### src/rtl/mem_store_port_pkg.sv
// Shared constants and types for the byte-serial store port.
// Size codes, FSM states and the last-byte index helper.
package mem_store_port_pkg;

    localparam logic [1:0]  StoreByte = 2'b00;
    localparam logic [1:0]  StoreHalf = 2'b01;
    localparam logic [1:0]  StoreWord = 2'b10;

    localparam logic        Stop     = 1'b1;
    localparam logic        NoStop   = 1'b0;
    localparam logic [31:0] ZeroWord = 32'h0000_0000;

    typedef enum logic [1:0] {
        ST_IDLE  = 2'd0,
        ST_WRITE = 2'd1,
        ST_PAUSE = 2'd2,
        ST_DONE  = 2'd3
    } store_state_t;

    // Index of the final byte for a size code; 11 behaves like a word.
    function automatic logic [1:0] last_index(input logic [1:0] size);
        case (size)
            StoreByte: return 2'd0;
            StoreHalf: return 2'd1;
            StoreWord: return 2'd3;
            default:   return 2'd3;
        endcase
    endfunction

endpackage

### src/rtl/mem_store_port.sv
// Byte-serial store port: splits a MEM-stage store into byte writes,
// survives bus loss by pausing, and reports each committed byte.
module mem_store_port
    import mem_store_port_pkg::*;
(
    input  logic        clk,
    input  logic        rst,
    input  logic        stall_i,
    input  logic        req_i,
    input  logic [31:0] addr_i,
    input  logic [31:0] data_i,
    input  logic [1:0]  size_i,
    output logic [31:0] mem_a_o,
    output logic [7:0]  mem_dout_o,
    output logic        mem_wr_o,
    output logic        mem_ctrl_req_o,
    output logic        done_o,
    output logic        inv_o,
    output logic [31:0] inv_addr_o
);

    store_state_t state_q, state_d;

    logic [1:0]  k_q, k_d, k_next;
    logic [1:0]  last_q, last_d;
    logic [31:0] addr_q, addr_d;
    logic [31:0] data_q, data_d;
    logic [31:0] mem_a_d, inv_addr_d;
    logic [7:0]  dout_d, byte_cur, byte_next;
    logic        wr_d, ctrl_d, done_d, inv_d;

    assign k_next    = k_q + 2'd1;
    assign byte_cur  = data_q[{k_q, 3'b000} +: 8];
    assign byte_next = data_q[{k_next, 3'b000} +: 8];

    // State, latched store and registered outputs; reset abandons any store.
    always_ff @(posedge clk) begin
        if (rst) begin
            state_q        <= ST_IDLE;
            k_q            <= 2'd0;
            last_q         <= 2'd0;
            addr_q         <= ZeroWord;
            data_q         <= ZeroWord;
            mem_a_o        <= ZeroWord;
            mem_dout_o     <= 8'h00;
            mem_wr_o       <= 1'b0;
            mem_ctrl_req_o <= NoStop;
            done_o         <= 1'b0;
            inv_o          <= 1'b0;
            inv_addr_o     <= ZeroWord;
        end else begin
            state_q        <= state_d;
            k_q            <= k_d;
            last_q         <= last_d;
            addr_q         <= addr_d;
            data_q         <= data_d;
            mem_a_o        <= mem_a_d;
            mem_dout_o     <= dout_d;
            mem_wr_o       <= wr_d;
            mem_ctrl_req_o <= ctrl_d;
            done_o         <= done_d;
            inv_o          <= inv_d;
            inv_addr_o     <= inv_addr_d;
        end
    end

    // Next state and next registered output values.
    always_comb begin
        state_d    = state_q;
        k_d        = k_q;
        last_d     = last_q;
        addr_d     = addr_q;
        data_d     = data_q;
        mem_a_d    = mem_a_o;
        dout_d     = 8'h00;
        wr_d       = 1'b0;
        ctrl_d     = NoStop;
        done_d     = 1'b0;
        inv_d      = 1'b0;
        inv_addr_d = inv_addr_o;

        unique case (state_q)
            ST_IDLE: begin
                mem_a_d = ZeroWord;
                if (req_i && !stall_i) begin
                    addr_d  = addr_i;
                    data_d  = data_i;
                    last_d  = last_index(size_i);
                    k_d     = 2'd0;
                    mem_a_d = addr_i;
                    dout_d  = data_i[7:0];
                    wr_d    = 1'b1;
                    ctrl_d  = Stop;
                    state_d = ST_WRITE;
                end
            end
            ST_WRITE: begin
                if (!stall_i) begin
                    inv_d      = 1'b1;
                    inv_addr_d = addr_q + {30'd0, k_q};
                    if (k_q != last_q) begin
                        k_d     = k_next;
                        mem_a_d = addr_q + {30'd0, k_next};
                        dout_d  = byte_next;
                        wr_d    = 1'b1;
                        ctrl_d  = Stop;
                    end else begin
                        k_d     = 2'd0;
                        mem_a_d = ZeroWord;
                        done_d  = 1'b1;
                        state_d = ST_DONE;
                    end
                end else begin
                    ctrl_d  = Stop;
                    state_d = ST_PAUSE;
                end
            end
            ST_PAUSE: begin
                ctrl_d = Stop;
                if (!stall_i) begin
                    dout_d  = byte_cur;
                    wr_d    = 1'b1;
                    state_d = ST_WRITE;
                end
            end
            ST_DONE: begin
                mem_a_d = ZeroWord;
                state_d = ST_IDLE;
            end
            default: begin
                state_d = ST_IDLE;
            end
        endcase
    end

endmodule

### config.mk
export PLATFORM = sky130hd
export DESIGN_NAME = mem_store_port
export DESIGN_NICKNAME = d
export VERILOG_FILES = /design/src/rtl/mem_store_port_pkg.sv /design/src/rtl/mem_store_port.sv
export SDC_FILE = /design/constraint.sdc
export NUM_CORES = 1
export LEC_CHECK = 0
export BUFFER_PORTS_ARGS = -buffer_cell sky130_fd_sc_hd__buf_2
export CAP_MARGIN = 20
export CORE_UTILIZATION = 30
export DETAILED_ROUTE_END_ITERATION = 10
export PLACE_DENSITY = 0.57
export SLEW_MARGIN = 25
export SYNTH_ARGS = -nofsm -noshare
export SYNTH_HDL_FRONTEND = slang
export SYNTH_SLANG_ARGS = --single-unit
### constraint.sdc
create_clock -name clk -period 7.5 [get_ports clk]
set_input_delay 1.875 -clock clk [delete_from_list [all_inputs] [get_ports clk]]
set_output_delay 1.875 -clock clk [all_outputs]
set_load 0.05 [all_outputs]
==> reports/results.txt <==
Run status -> finished, final reports clean
Summed area of non-filler cells in the final layout -> 8340 µm²
Antenna diode count -> 0
Maximum buffer depth of the clock tree -> 2
Count of buffer and inverter cells on the critical path -> 3
TritonCTS sink count -> 146
I/O pin count -> 146
Sequential-to-total area share from yosys stat -> 42.0%
Number of buffers inserted by port buffering -> 145
Worst slew pin tran -> 0.938 ns
Cells traversed along the worst timing path -> buf_2 -> nor3b_2 -> buf_4 -> nor2b_4 -> buf_4 -> nand2_1 -> a21oi_1
CTS buffer count -> 17
First-pass GRT wire length -> 33900 µm
Crit Reg-Reg Startpoint -> k_q[1]$_SDFFE_PP0P_
Instance count after placement with tap cells included -> 1204
Overall routing resource usage -> 18.4%
Die Y-Extent -> 154 µm
Vias per cell -> 5.24
Post-layout nets -> 1014
Period utilization -> 48.7%
Mean post-synth cell area -> 8.23 µm²
Number of global-route vias before repair -> 6000
Critical path's largest stage delay -> 0.55 ns
Max Cap Viol -> 0
Cell Area, Synth -> 6950 µm²
Number of rows created at floorplan -> 55
Residual antenna-violating net count after detailed routing -> 0
Initial core utilization -> 30.6%
Critical Path RT -> 7.85 ns
Number of instances in the synthesized netlist -> 845
Setup TNS Final -> 0 ns
Count of placed standard cells in the final layout, fillers left out -> 1234
Main flop type after synthesis -> dfxtp_1
Number of hold violations in the final report -> 0
Most numerous cell on the critical path -> buf_4
Area of placed instances -> 7800 µm²
Critical path launch point -> stall_i
Peak fanout along the critical path -> 47
Clock transition time at the flip-flop clock pins of the worst setup and hold paths -> 0.06 ns
Post-synth EDFFs -> 0
Relative slew margins -> 37.5%
Number of unique standard cell types used by synthesis -> 53
Die extent in x -> 154 µm
Initial antenna violation count -> 0
Mapped Nets -> 921
Power per unit of standard cell area -> 233 nW/µm²
Wire length per cell after detailed routing -> 17.5 µm
Worst min-delay path category -> reg -> reg
First-pass DRT Iterations -> 5
CTS tree -> yes
Highest clock rate -> 274 MHz
Total of cells resized after clock tree synthesis -> 0
Leakage power -> 3.12 nW
Placeable Area -> 22700 µm²
Final RePlAce weighted congestion -> 0.837
Number of vias after detailed routing -> 6472
Worst Path Arrival -> 4.00 ns
Area of the die -> 23800 µm²
Number of setup buffers added after CTS -> 0
Critical Path Source Type -> primary input
Setup repair after global routing missed its margin -> no
Deepest level of the CTS H-tree -> 4
Number of hold-repair buffers added at the cts stage -> 0
Type of destination of the critical path -> flop
Flip-flop and latch count after synthesis -> 146
Final period demand of the worst path -> 3.66 ns
Launch point of the worst hold path -> inv_addr_o[2]$_SDFFE_PP0P_
Category of the most critical setup path -> in -> reg
Half-perimeter wire length after placement -> 14700 µm
Cell with the largest stage delay on the worst path -> nor2b_4
Cell family with the largest share of critical-path delay -> buffers and inverters
Syn-to-layout area delta -> 20.0%
Maximum number of pins on one net before global-route repair -> 83
Drc violations -> 0
Share of synthesized registers carrying an async set or reset -> 0%
Total routed wirelength -> 21500 µm
Global-route congestion overflow total -> 0
Yosys Warn Count -> 0
Final setup skew -> 0.00986 ns
CTS root buffer -> clkbuf_16
Number of design-rule violations left by the first detailed-router iteration -> 495
Fraction of final layout cells with drive strength greater than 1 -> 22.0%
Clock insertion delay at the later pin of the skew report -> 0.43 ns
Max rail drop VDD -> 145 µV
Final count of pins violating max slew -> 0
Endpoints failing setup -> 0
[sequential cells by signal (all words and copies together), names as in the netlist]
name and cells:
addr_q 32, inv_addr_o 32, mem_ctrl_req_o 1, mem_a_o 32, data_q 32, state_q 2, mem_wr_o 1, last_q 2
inv_o 1, k_q 2, done_o 1, mem_dout_o 8
[cell usage after synthesis, types with 5 or more instances]
master,count,share of area (%)
nand2_1,149,8.0
dfxtp_1,146,42
a21oi_1,115,8.3
clkbuf_1,57,3.1
nor2_1,53,2.9
o21ai_0,49,3.5
xnor2_1,32,4.0
nor3_1,29,2.1
a211oi_1,18,1.9
mux4_2,16,5.2
nor4_1,16,1.4
xor2_1,14,1.8
a221oi_1,13,1.6
buf_2,12,0.86
nand4_1,12,1.1
nand3_1,11,0.79
a22oi_1,10,1.1
inv_1,10,0.54
and4_1,8,1.0
buf_1,7,0.38
nor2b_1,6,0.54
o31a_1,6,0.76
a31oi_1,5,0.45
[worst reg2reg max path, cell delays in order (launching register included)]
cell and delay, ns:
dfxtp_1 0.92, xor2_1 0.25, inv_1 0.09, fa_1 0.62, nand3b_1 0.24, or4_1 0.52, xnor2_1 0.18, a221oi_1 0.41
nor3_1 0.09
[worst paths after layout]
check	end	slack, ns	cells after the start
worst max-delay path	mem_dout_o[3]$_SDFF_PP0_	3.84	7
worst min-delay path	inv_addr_o[2]$_SDFFE_PP0P_	0.45	2
worst max register to register	mem_a_o[16]$_SDFFE_PP0P_	4.04	8
worst min register to register	inv_addr_o[2]$_SDFFE_PP0P_	0.45	2
[layer usage]
| layer | GRT usage [%] | share of wire [%] |
|---|---|---|
| met5 | 0 | 0 |
| met4 | 6.48 | 1.7 |
| met3 | 3.95 | 5.2 |
| met2 | 26.6 | 43 |
| met1 | 26.8 | 50 |
[layout by cell type (no fill, tap or decap), drive strengths merged, types with 18 or more instances in the layout]
master | synthesis | layout
clkbuf | 58 | 18
dfxtp | 146 | 146
nand2 | 150 | 150
nor2 | 53 | 53
xnor2 | 32 | 32
buf | 20 | 152
o21ai | 50 | 50
a21oi | 115 | 115
nor3 | 29 | 29
a211oi | 18 | 18
[stage by stage]
step                util (%)  setup slack, ns  hold WS, ns  total power [mW]
finish                  36.7             3.84        0.453              1.94
global route            36.7             3.60        0.481              2.03
CTS                     36.7             3.83        0.457              1.96
detailed placement      34.3             3.37        0.450              1.17
global placement        34.3             3.42        0.440              1.16
floorplan                  -             4.10        0.443              1.07
[cell type report]
type                       instances  area [µm²]
fill                            2398       14400
timing repair buffer             152         781
clock inverter                    12         111
inverter                          10        37.5
tap                              285         357
multi-input combinational        611        3700
clock buffer                      18         429
sequential                       146        2920
[cell families (layout without fill, tap and decap cells)]
kind of cell,count (synthesis),after routing,share of synthesized area [%]
AND/OR/NAND/NOR,307,307,20.5
AO/OA/AOI/OAI,235,235,20.0
flip-flops,146,146,42.0
buffers and inverters,88,192,5.04
XOR/XNOR,46,46,5.80
multiplexers,17,17,5.33
adder cells (fa/ha/maj),6,6,1.30
[power breakdown]
part	total [mW]	internal [mW]	leakage [nW]	switching [mW]
Sequential	0.856	0.820	1.19	0.0369
Combinational	0.292	0.0855	1.68	0.206
Clock	0.797	0.453	0.247	0.344
Total	1.94	1.36	3.12	0.587
No activity file was read; power rests on OpenSTA's default activity.
